==> src/rtl/ili9341_spi_display.sv <==
// ILI9341 write-only 4-wire SPI streamer: power-up init, full-panel address
// window, then one RGB565 pixel per 32-cycle slot fed through data_clk.
module ili9341_spi_display #(
  parameter int PIXEL_SIZE   = 16,
  parameter int WIDTH        = 240,
  parameter int HEIGHT       = 240,
  parameter int DELAY_CYCLES = 4_000_000
) (
  input  logic                  clk_out,
  input  logic                  rst,
  input  logic                  frame_done,
  input  logic [PIXEL_SIZE-1:0] input_data,
  output logic                  spi_mosi,
  output logic                  spi_sck,
  output logic                  spi_cs,
  output logic                  spi_dc,
  output logic                  data_clk
);
  typedef enum logic [2:0] {PWR_WAIT, INIT, INIT_DLY, WINDOW, STREAM, FRAME_WAIT} state_t;

  localparam logic [31:0] DLY_END = 32'(DELAY_CYCLES - 1);
  localparam logic [7:0]  COL_END = 8'(WIDTH - 1);
  localparam logic [7:0]  ROW_END = 8'(HEIGHT - 1);

  state_t      state_r, state_n;
  logic [3:0]  idx_r, idx_n;
  logic [31:0] dly_r, dly_n;
  logic        hi_r, hi_n;
  logic [4:0]  phase_r;
  logic [7:0]  pend_r;
  logic [7:0]  byte_r;
  logic        dcb_r, on_r, act_r;
  logic        bnd_s, send_s, hold_s, dc_s;
  logic [7:0]  byte_s;
  logic [3:0]  k_n_s;

  // {dc, byte}; index 7 is an idle slot that separates init from the window
  function automatic logic [8:0] init_rom(input logic [3:0] i);
    case (i)
      4'd0:    init_rom = {1'b0, 8'h01};
      4'd1:    init_rom = {1'b0, 8'h11};
      4'd2:    init_rom = {1'b0, 8'h3A};
      4'd3:    init_rom = {1'b1, 8'h55};
      4'd4:    init_rom = {1'b0, 8'h36};
      4'd5:    init_rom = {1'b1, 8'h48};
      4'd6:    init_rom = {1'b0, 8'h29};
      default: init_rom = {1'b0, 8'h00};
    endcase
  endfunction

  function automatic logic [8:0] win_rom(input logic [3:0] i);
    case (i)
      4'd0:    win_rom = {1'b0, 8'h2A};
      4'd4:    win_rom = {1'b1, COL_END};
      4'd5:    win_rom = {1'b0, 8'h2B};
      4'd9:    win_rom = {1'b1, ROW_END};
      4'd10:   win_rom = {1'b0, 8'h2C};
      default: win_rom = {1'b1, 8'h00};
    endcase
  endfunction

  assign bnd_s = (phase_r[3:0] == 4'hF);
  assign k_n_s = phase_r[3:0] + 4'd1;

  // State register, slot phase and pixel pending register
  always_ff @(posedge clk_out) begin
    if (!rst) begin
      state_r <= PWR_WAIT;
      idx_r   <= 4'd0;
      dly_r   <= 32'd0;
      hi_r    <= 1'b0;
      phase_r <= 5'd0;
      pend_r  <= 8'd0;
    end else begin
      state_r <= state_n;
      idx_r   <= idx_n;
      dly_r   <= dly_n;
      hi_r    <= hi_n;
      phase_r <= phase_r + 5'd1;
      if (phase_r == 5'd31) pend_r <= input_data[7:0];
      else                  pend_r <= pend_r;
    end
  end

  // Next state and the byte (if any) to launch at this byte boundary
  always_comb begin
    state_n = state_r;
    idx_n   = idx_r;
    dly_n   = dly_r;
    hi_n    = hi_r;
    send_s  = 1'b0;
    hold_s  = 1'b0;
    dc_s    = 1'b0;
    byte_s  = 8'h00;
    case (state_r)
      PWR_WAIT: begin
        if (dly_r == DLY_END) begin
          dly_n = 32'd0; idx_n = 4'd0; state_n = INIT;
        end else begin
          dly_n = dly_r + 32'd1;
        end
      end
      INIT_DLY: begin
        if (dly_r == DLY_END) begin
          dly_n = 32'd0; state_n = INIT;
        end else begin
          dly_n = dly_r + 32'd1;
        end
      end
      INIT: begin
        if (!bnd_s) begin
          idx_n = idx_r;
        end else if (idx_r == 4'd7) begin
          idx_n = 4'd0; state_n = WINDOW;
        end else begin
          send_s = 1'b1;
          {dc_s, byte_s} = init_rom(idx_r);
          idx_n = idx_r + 4'd1;
          if (idx_r <= 4'd1) state_n = INIT_DLY;
          else               state_n = INIT;
        end
      end
      WINDOW: begin
        if (bnd_s) begin
          send_s = 1'b1;
          {dc_s, byte_s} = win_rom(idx_r);
          if (idx_r == 4'd10) begin
            idx_n = 4'd0; hi_n = 1'b0; state_n = STREAM;
          end else begin
            idx_n = idx_r + 4'd1;
          end
        end else begin
          idx_n = idx_r;
        end
      end
      STREAM: begin
        if (phase_r == 5'd31) begin
          if (frame_done) begin
            hi_n = 1'b0; state_n = FRAME_WAIT;
          end else begin
            send_s = 1'b1; dc_s = 1'b1; hi_n = 1'b1;
            byte_s = input_data[PIXEL_SIZE-1 -: 8];
          end
        end else if (phase_r == 5'd15) begin
          // cs stays low while waiting for the first slot to align to phase 0
          if (hi_r) begin
            send_s = 1'b1; dc_s = 1'b1; hi_n = 1'b0; byte_s = pend_r;
          end else begin
            hold_s = 1'b1;
          end
        end else begin
          hi_n = hi_r;
        end
      end
      FRAME_WAIT: begin
        if ((phase_r == 5'd31) && !frame_done) begin
          send_s = 1'b1;
          {dc_s, byte_s} = win_rom(4'd0);
          idx_n = 4'd1; state_n = WINDOW;
        end else begin
          idx_n = idx_r;
        end
      end
      default: state_n = PWR_WAIT;
    endcase
  end

  // Registered SPI pins: bit (7 - k/2) on MOSI, SCK high on odd k
  always_ff @(posedge clk_out) begin
    if (!rst) begin
      byte_r   <= 8'd0;
      dcb_r    <= 1'b0;
      on_r     <= 1'b0;
      act_r    <= 1'b0;
      spi_mosi <= 1'b0;
      spi_sck  <= 1'b0;
      spi_cs   <= 1'b1;
      spi_dc   <= 1'b0;
      data_clk <= 1'b0;
    end else begin
      data_clk <= ~phase_r[4];
      if (bnd_s) begin
        byte_r   <= byte_s;
        dcb_r    <= dc_s;
        on_r     <= send_s;
        act_r    <= send_s | hold_s;
        spi_mosi <= send_s & byte_s[7];
        spi_sck  <= 1'b0;
        spi_cs   <= ~(send_s | hold_s);
        spi_dc   <= send_s & dc_s;
      end else begin
        spi_mosi <= on_r & byte_r[3'd7 - k_n_s[3:1]];
        spi_sck  <= on_r & k_n_s[0];
        spi_cs   <= ~act_r;
        spi_dc   <= on_r & dcb_r;
      end
    end
  end
endmodule

==> config.mk <==
export PLATFORM = sky130hd
export DESIGN_NAME = ili9341_spi_display
export DESIGN_NICKNAME = d
export VERILOG_FILES = /design/src/rtl/ili9341_spi_display.sv
export SDC_FILE = /design/constraint.sdc
export NUM_CORES = 1
export LEC_CHECK = 0
export BUFFER_PORTS_ARGS = -buffer_cell sky130_fd_sc_hd__buf_2
export CELL_PAD_IN_SITES_DETAIL_PLACEMENT = 0
export CELL_PAD_IN_SITES_GLOBAL_PLACEMENT = 1
export CORE_MARGIN = 8
export CORE_UTILIZATION = 45
export DETAILED_ROUTE_END_ITERATION = 8
export HOLD_SLACK_MARGIN = 0.08
export PLACE_DENSITY_LB_ADDON = 0.1
export SETUP_SLACK_MARGIN = 0.05
export SYNTH_ARGS = -nofsm -noshare
export SYNTH_HDL_FRONTEND = slang
export SYNTH_SLANG_ARGS = --single-unit
export TNS_END_PERCENT = 5
==> constraint.sdc <==
create_clock -name clk_out -period 3.7 [get_ports clk_out]
set_input_delay 0.185 -clock clk_out [delete_from_list [all_inputs] [get_ports clk_out]]
set_output_delay 0.185 -clock clk_out [all_outputs]
set_load 0.01 [all_outputs]
== After elaboration in Yosys (flattened, before gate mapping) ==
Cells that the tools add are included.

* Logic and storage cells: 127
* Output and inout port bits: 5
* Flip-flop bits (word level): 69
* Input port bits: 19

* Order comparisons: 2
* Multiplexer cells: 56
* Add/subtract/negate cells: 5
* Reduce and logical (&&, ||, !) cells: 12
* Eq/ne operators: 27
* Bitwise gates (word level): 10

{| class="wikitable"
|+ Operators by type and width
! cell !! number
|-
| one-hot mux 9 bit (7 select lines) || 1
|-
| two-way mux 8 bit || 7
|-
| one-hot mux 9 bit (4 select lines) || 1
|-
| adder 32 x 1 -> 32 bit, second input constant || 1
|-
| == test 32 x 22 -> 1 bit, second input constant || 1
|-
| two-way mux 32 bit || 1
|-
| one-hot mux 8 bit (4 select lines) || 1
|-
| two-way mux 4 bit || 6
|-
| two-way mux 1 bit || 23
|-
| two-way mux 3 bit || 7
|-
| == test 4 x 3 -> 1 bit, second input constant || 4
|-
| one-hot mux 4 bit (4 select lines) || 1
|-
| one-hot mux 3 bit (5 select lines) || 1
|-
| inequality test 2 bit, second input constant || 7
|-
| == test 4 bit, second input constant || 3
|-
| adder 4 x 1 -> 4 bit, second input constant || 2
|-
| == test 4 x 2 -> 1 bit, second input constant || 2
|-
| AND reduction 7 bit || 1
|-
| == test 3 x 2 -> 1 bit, second input constant || 2
|-
| == test 3 bit, second input constant || 2
|-
| two-way mux 6 bit || 1
|-
| OR reduction 2 bit || 3
|-
| adder 5 x 1 -> 5 bit, second input constant || 1
|-
| bitwise AND 1 bit || 5
|-
| 24 further kinds || 28
|}

== Depth between registers and ports, before layout ==
* Depth in word-level cells: 7
* Mapped depth: 10
* Mapped depth without buffers: 9

== Worst setup path after synthesis ==
OpenSTA, ideal clock, no wires.

* Path type: reg-to-reg
* Start point: register phase_r[0]
* End point: register idx_r[3]
* Required time: 3581 ps
* Data arrival time: 2559 ps
* Library setup time: 119 ps
* Path buffers: 1
* Setup slack: 1022 ps
* Cell stages (with the launch flop): 11
* Clock period less this slack: 2678 ps
* Cells stage by stage: dfxtp_1 > ha_1 > nand3_1 > inv_1 > ha_1 > clkbuf_1 > nor4bb_1 > a211o_1 > nor2b_1 > a22oi_1 > o221a_2

* Longest elaborated chain between the ends: 4
* Elaborated cells between the ends (all ways): 7
* Classes of those cells: eq/ne (5); reduce/logical (2)

{| class="wikitable"
|+ RTL lines
! item !! RTL line !! source
|-
| from (decl) || 29 || <nowiki>logic [4:0] phase_r;</nowiki>
|-
| from (signal assigned) || 79 || <nowiki>phase_r <= phase_r + 5'd1;</nowiki>
|-
| == test 5 bit || 156 || <nowiki>if ((phase_r == 5'd31) && !frame_done) begin</nowiki>
|-
| logical AND 1 bit || 156 ||
|-
| inequality test 2 bit (no source line) || -- ||
|-
| AND reduction 5 bit (no source line) (*) || -- ||
|-
| to (signal assigned) || 76 || <nowiki>idx_r <= idx_n;</nowiki>
|-
| to (decl) || 26 || <nowiki>logic [3:0] idx_r, idx_n;</nowiki>
|}

Every way passes the cells marked *; elsewhere a longest branch is shown, timed or not.
A chain may end at the register's enable or synchronous reset.

== Worst setup path in the final report ==
Ends and elaborated chain as after synthesis.

==> impl_metrics.yaml <==
sta:
  max_freq_mhz: 378
  relSlewSlack_pct: 31.0
  setup_violations: 0
  min_period_over_period_pct: 71.5
  fin_tns_setup_ns: 0
  hold_viol_final: 0
  fin_skew_ns: 0.00739
  layout_min_cycle_time_ns: 2.65
  slew_violations: 0
  rsz0062_at_grt: "no"
  max_slew.worst_pin.slew_ns: 1.03
clock_tree:
  cts_made_buffers: 9
  clk_latency_ns: 0.34
  h-tree-depth: 3
  clock_tree.buffer_depth: 2
  cts_root_buf: "clkbuf_8"
  clkTransAtPathRegs_ns: 0.08
  cts_sinks: 69
  cts_tree: "built"
  post_cts_resized: 0
  post-cts-setup-buffers: 0
grt:
  use_met2_pct: 31.4
  antenna_found_initial: 0
  grt_usage_pct: 17.5
  grt_use_met1_pct: 20.0
  grt_pass1_wl_um: 16300
  first_global_vias: 3363
  grt_util_met3_pct: 3.72
  grt_overflow: 0
  grt_start_max_net_pins: 31
  top_usage_layer: "met2"
layout:
  nFillCells: 845
  final_cell_mix: "69 x dfxtp_1, 55 x nor2_1, 34 x a21oi_1"
  syn2layout_area_growth_pct: 11.8
  seqCellArea_um2: 1380
  fin_util_pct: 51.3
  fin_nets: 511
  drive_above_1_share_pct: 11.5
  multiInputGateArea_um2: 2170
  layout_commonest_cell: "dfxtp_1"
  diodes: 0
detailed_routing:
  avgRoutedWirePerCell_um: 16.0
  drt_first_pass_iters: 5
  drt_iter0_drc: 198
  totalWireLength_um: 9490
  drc: 0
  viasPerCell: 5.59
  vias: 3312
  ant_nets: 0
floorplan:
  rows: 33
  start_util_pct: 45.9
  core_um2: 8090
  fp.dieW_um: 107
  ios: 24
  dieArea_um2: 11400
  die_h_um: 107
power_and_ir_drop:
  p_leak_nw: 1.41
  p_per_area_nw_per_um2: 346
  peakVddDrop_v: 0.000152
worst_setup_path:
  cp_data_required_time_ns: 3.93
  path_class: "reg2reg"
  critPathBufInv: 1
  cp-start-kind: "register"
  cpMostUsedCell: "ha_1"
  crit_slowest_cell: "nor4bb_1"
  arrival_ns: 2.88
  path_cells: "ha_1 -> nand3_1 -> inv_1 -> ha_1 -> nor4bb_1 -> a211o_1 -> nor2b_1 -> a22oi_1 -> o221a_2"
  crit_family: "simple AND/OR/NAND/NOR gates"
  cp_max_fo: 5
  end_kind: "register"
  cpPeakStageDelay_ns: 0.59
synthesis:
  synth_edf_count: 0
  syn_area_um2: 3710
  synthArstFlopShare_pct: 0
  synth_cell_type_count: 53
  ys_seq_elements: 69
  yosysWarnings: 0
  synth.yosys.seq_area_share_pct: 37.2
  avgSynthCellArea_um2: 8.00
  synth_cells: 464
  syn-num-nets: 492
  synth_ff_type: "dfxtp_1"
flow_run:
  cap_violations: 0
placed_design:
  dp_hpwl_um: 6790
  portBuffers: 23
  gp_congestion: 0.818
status:
  outcome: "finished, final reports clean"
worst_hold_path:
  hold_class: "in2reg"
synth_stat cells, drive strengths merged (6+ instances only):
| cell | number | share of area [%] |
|---|---|---|
| dfxtp | 69 | 37 |
| clkbuf | 23 | 2.4 |
| inv | 17 | 1.7 |
| xor2 | 9 | 2.1 |
| or3 | 6 | 1.0 |
| nor4 | 7 | 1.2 |
| nor2 | 55 | 5.6 |
| nand4 | 9 | 1.7 |
| and2 | 8 | 1.3 |
| ha | 9 | 3.0 |
| o21ai | 27 | 3.6 |
| nand2 | 28 | 2.8 |
| a21oi | 34 | 4.6 |
| nor3 | 20 | 2.7 |
| mux2i | 6 | 1.6 |
| xnor2 | 17 | 4.0 |
| nand2b | 11 | 1.9 |
| nand3 | 26 | 3.5 |
final cells by class:
type,instances,area share (%)
timing repair buffer,33,4.94
sequential,69,33.3
multi-input combinational,353,52.3
inverter,17,1.54
tap,105,3.16
clock buffer,9,2.98
clock inverter,7,1.78
final timing paths:
path | startpoint | to | slack, ns | cells after the start
min | input_data[0] | pend_r[0] | 0.08 | 3
max reg2reg | phase_r[0] | idx_r[3] | 1.05 | 9
max | phase_r[0] | idx_r[3] | 1.05 | 9
min reg2reg | dcb_r | dcb_r | 0.46 | 2
metal layers:
metal	wire length (um)	vias up	share of wire, %
met1	4120	1564	43
li1	-	1687	-
met3	329	11	3.5
met4	101	0	1.1
met5	0	-	0
met2	4940	50	52
worst reg2reg max path: cells and delay by family, from the launching register on:
family,cells,cell delay (ns)
AND/OR/NAND/NOR,3,0.84
AO/OA/AOI/OAI,3,0.78
adder cells (fa/ha/maj),2,0.40
flip-flops,1,0.38
buffers and inverters,1,0.14
registers in the layout, indices dropped and copies added, names as in the netlist:
signal    flops
dly_r        32
byte_r        8
pend_r        8
phase_r       5
idx_r         4
state_r       3
act_r         1
data_clk      1
dcb_r         1
hi_r          1
on_r          1
spi_cs        1
spi_dc        1
spi_mosi      1
spi_sck       1
power by group:
part / total [mW] / internal (mW) / switching [mW]
logic: 0.0496 / 0.0223 / 0.0273
clock network: 0.629 / 0.314 / 0.315
registers: 0.756 / 0.749 / 0.00689
total: 1.43 / 1.09 / 0.349
through the flow:
stage / power, mW / instance area, um2 / cells / hold slack [ns] / setup slack (ns)
2_1_floorplan: 0.800 / 3710 / 464 / 0.330 / 1.02
3_3_place_gp: 0.819 / 3890 / 571 / 0.421 / 1.13
3_5_place_dp: 0.819 / 3890 / 571 / 0.427 / 1.04
4_1_cts: 1.45 / 4150 / 593 / 0.0847 / 1.03
5_1_grt: 1.49 / 4150 / 593 / 0.105 / 0.681
6_report: 1.43 / 4150 / 593 / 0.0827 / 1.05
repair_timing:
item | in CTS | in global routing
hold buffers | 6 | 0
endpoints found under the hold margin | 6 | 0
setup endpoints to repair | 0 | 0
cell families after synthesis:
family | count (synthesis) | share of synthesized area [%]
adder cells (fa/ha/maj) | 9 | 3.03
multiplexers | 8 | 2.83
AO/OA/AOI/OAI | 100 | 16.3
flip-flops | 69 | 37.2
buffers and inverters | 42 | 4.28
AND/OR/NAND/NOR | 210 | 30.2
XOR/XNOR | 26 | 6.13
No activity file was read; power rests on OpenSTA's default activity.
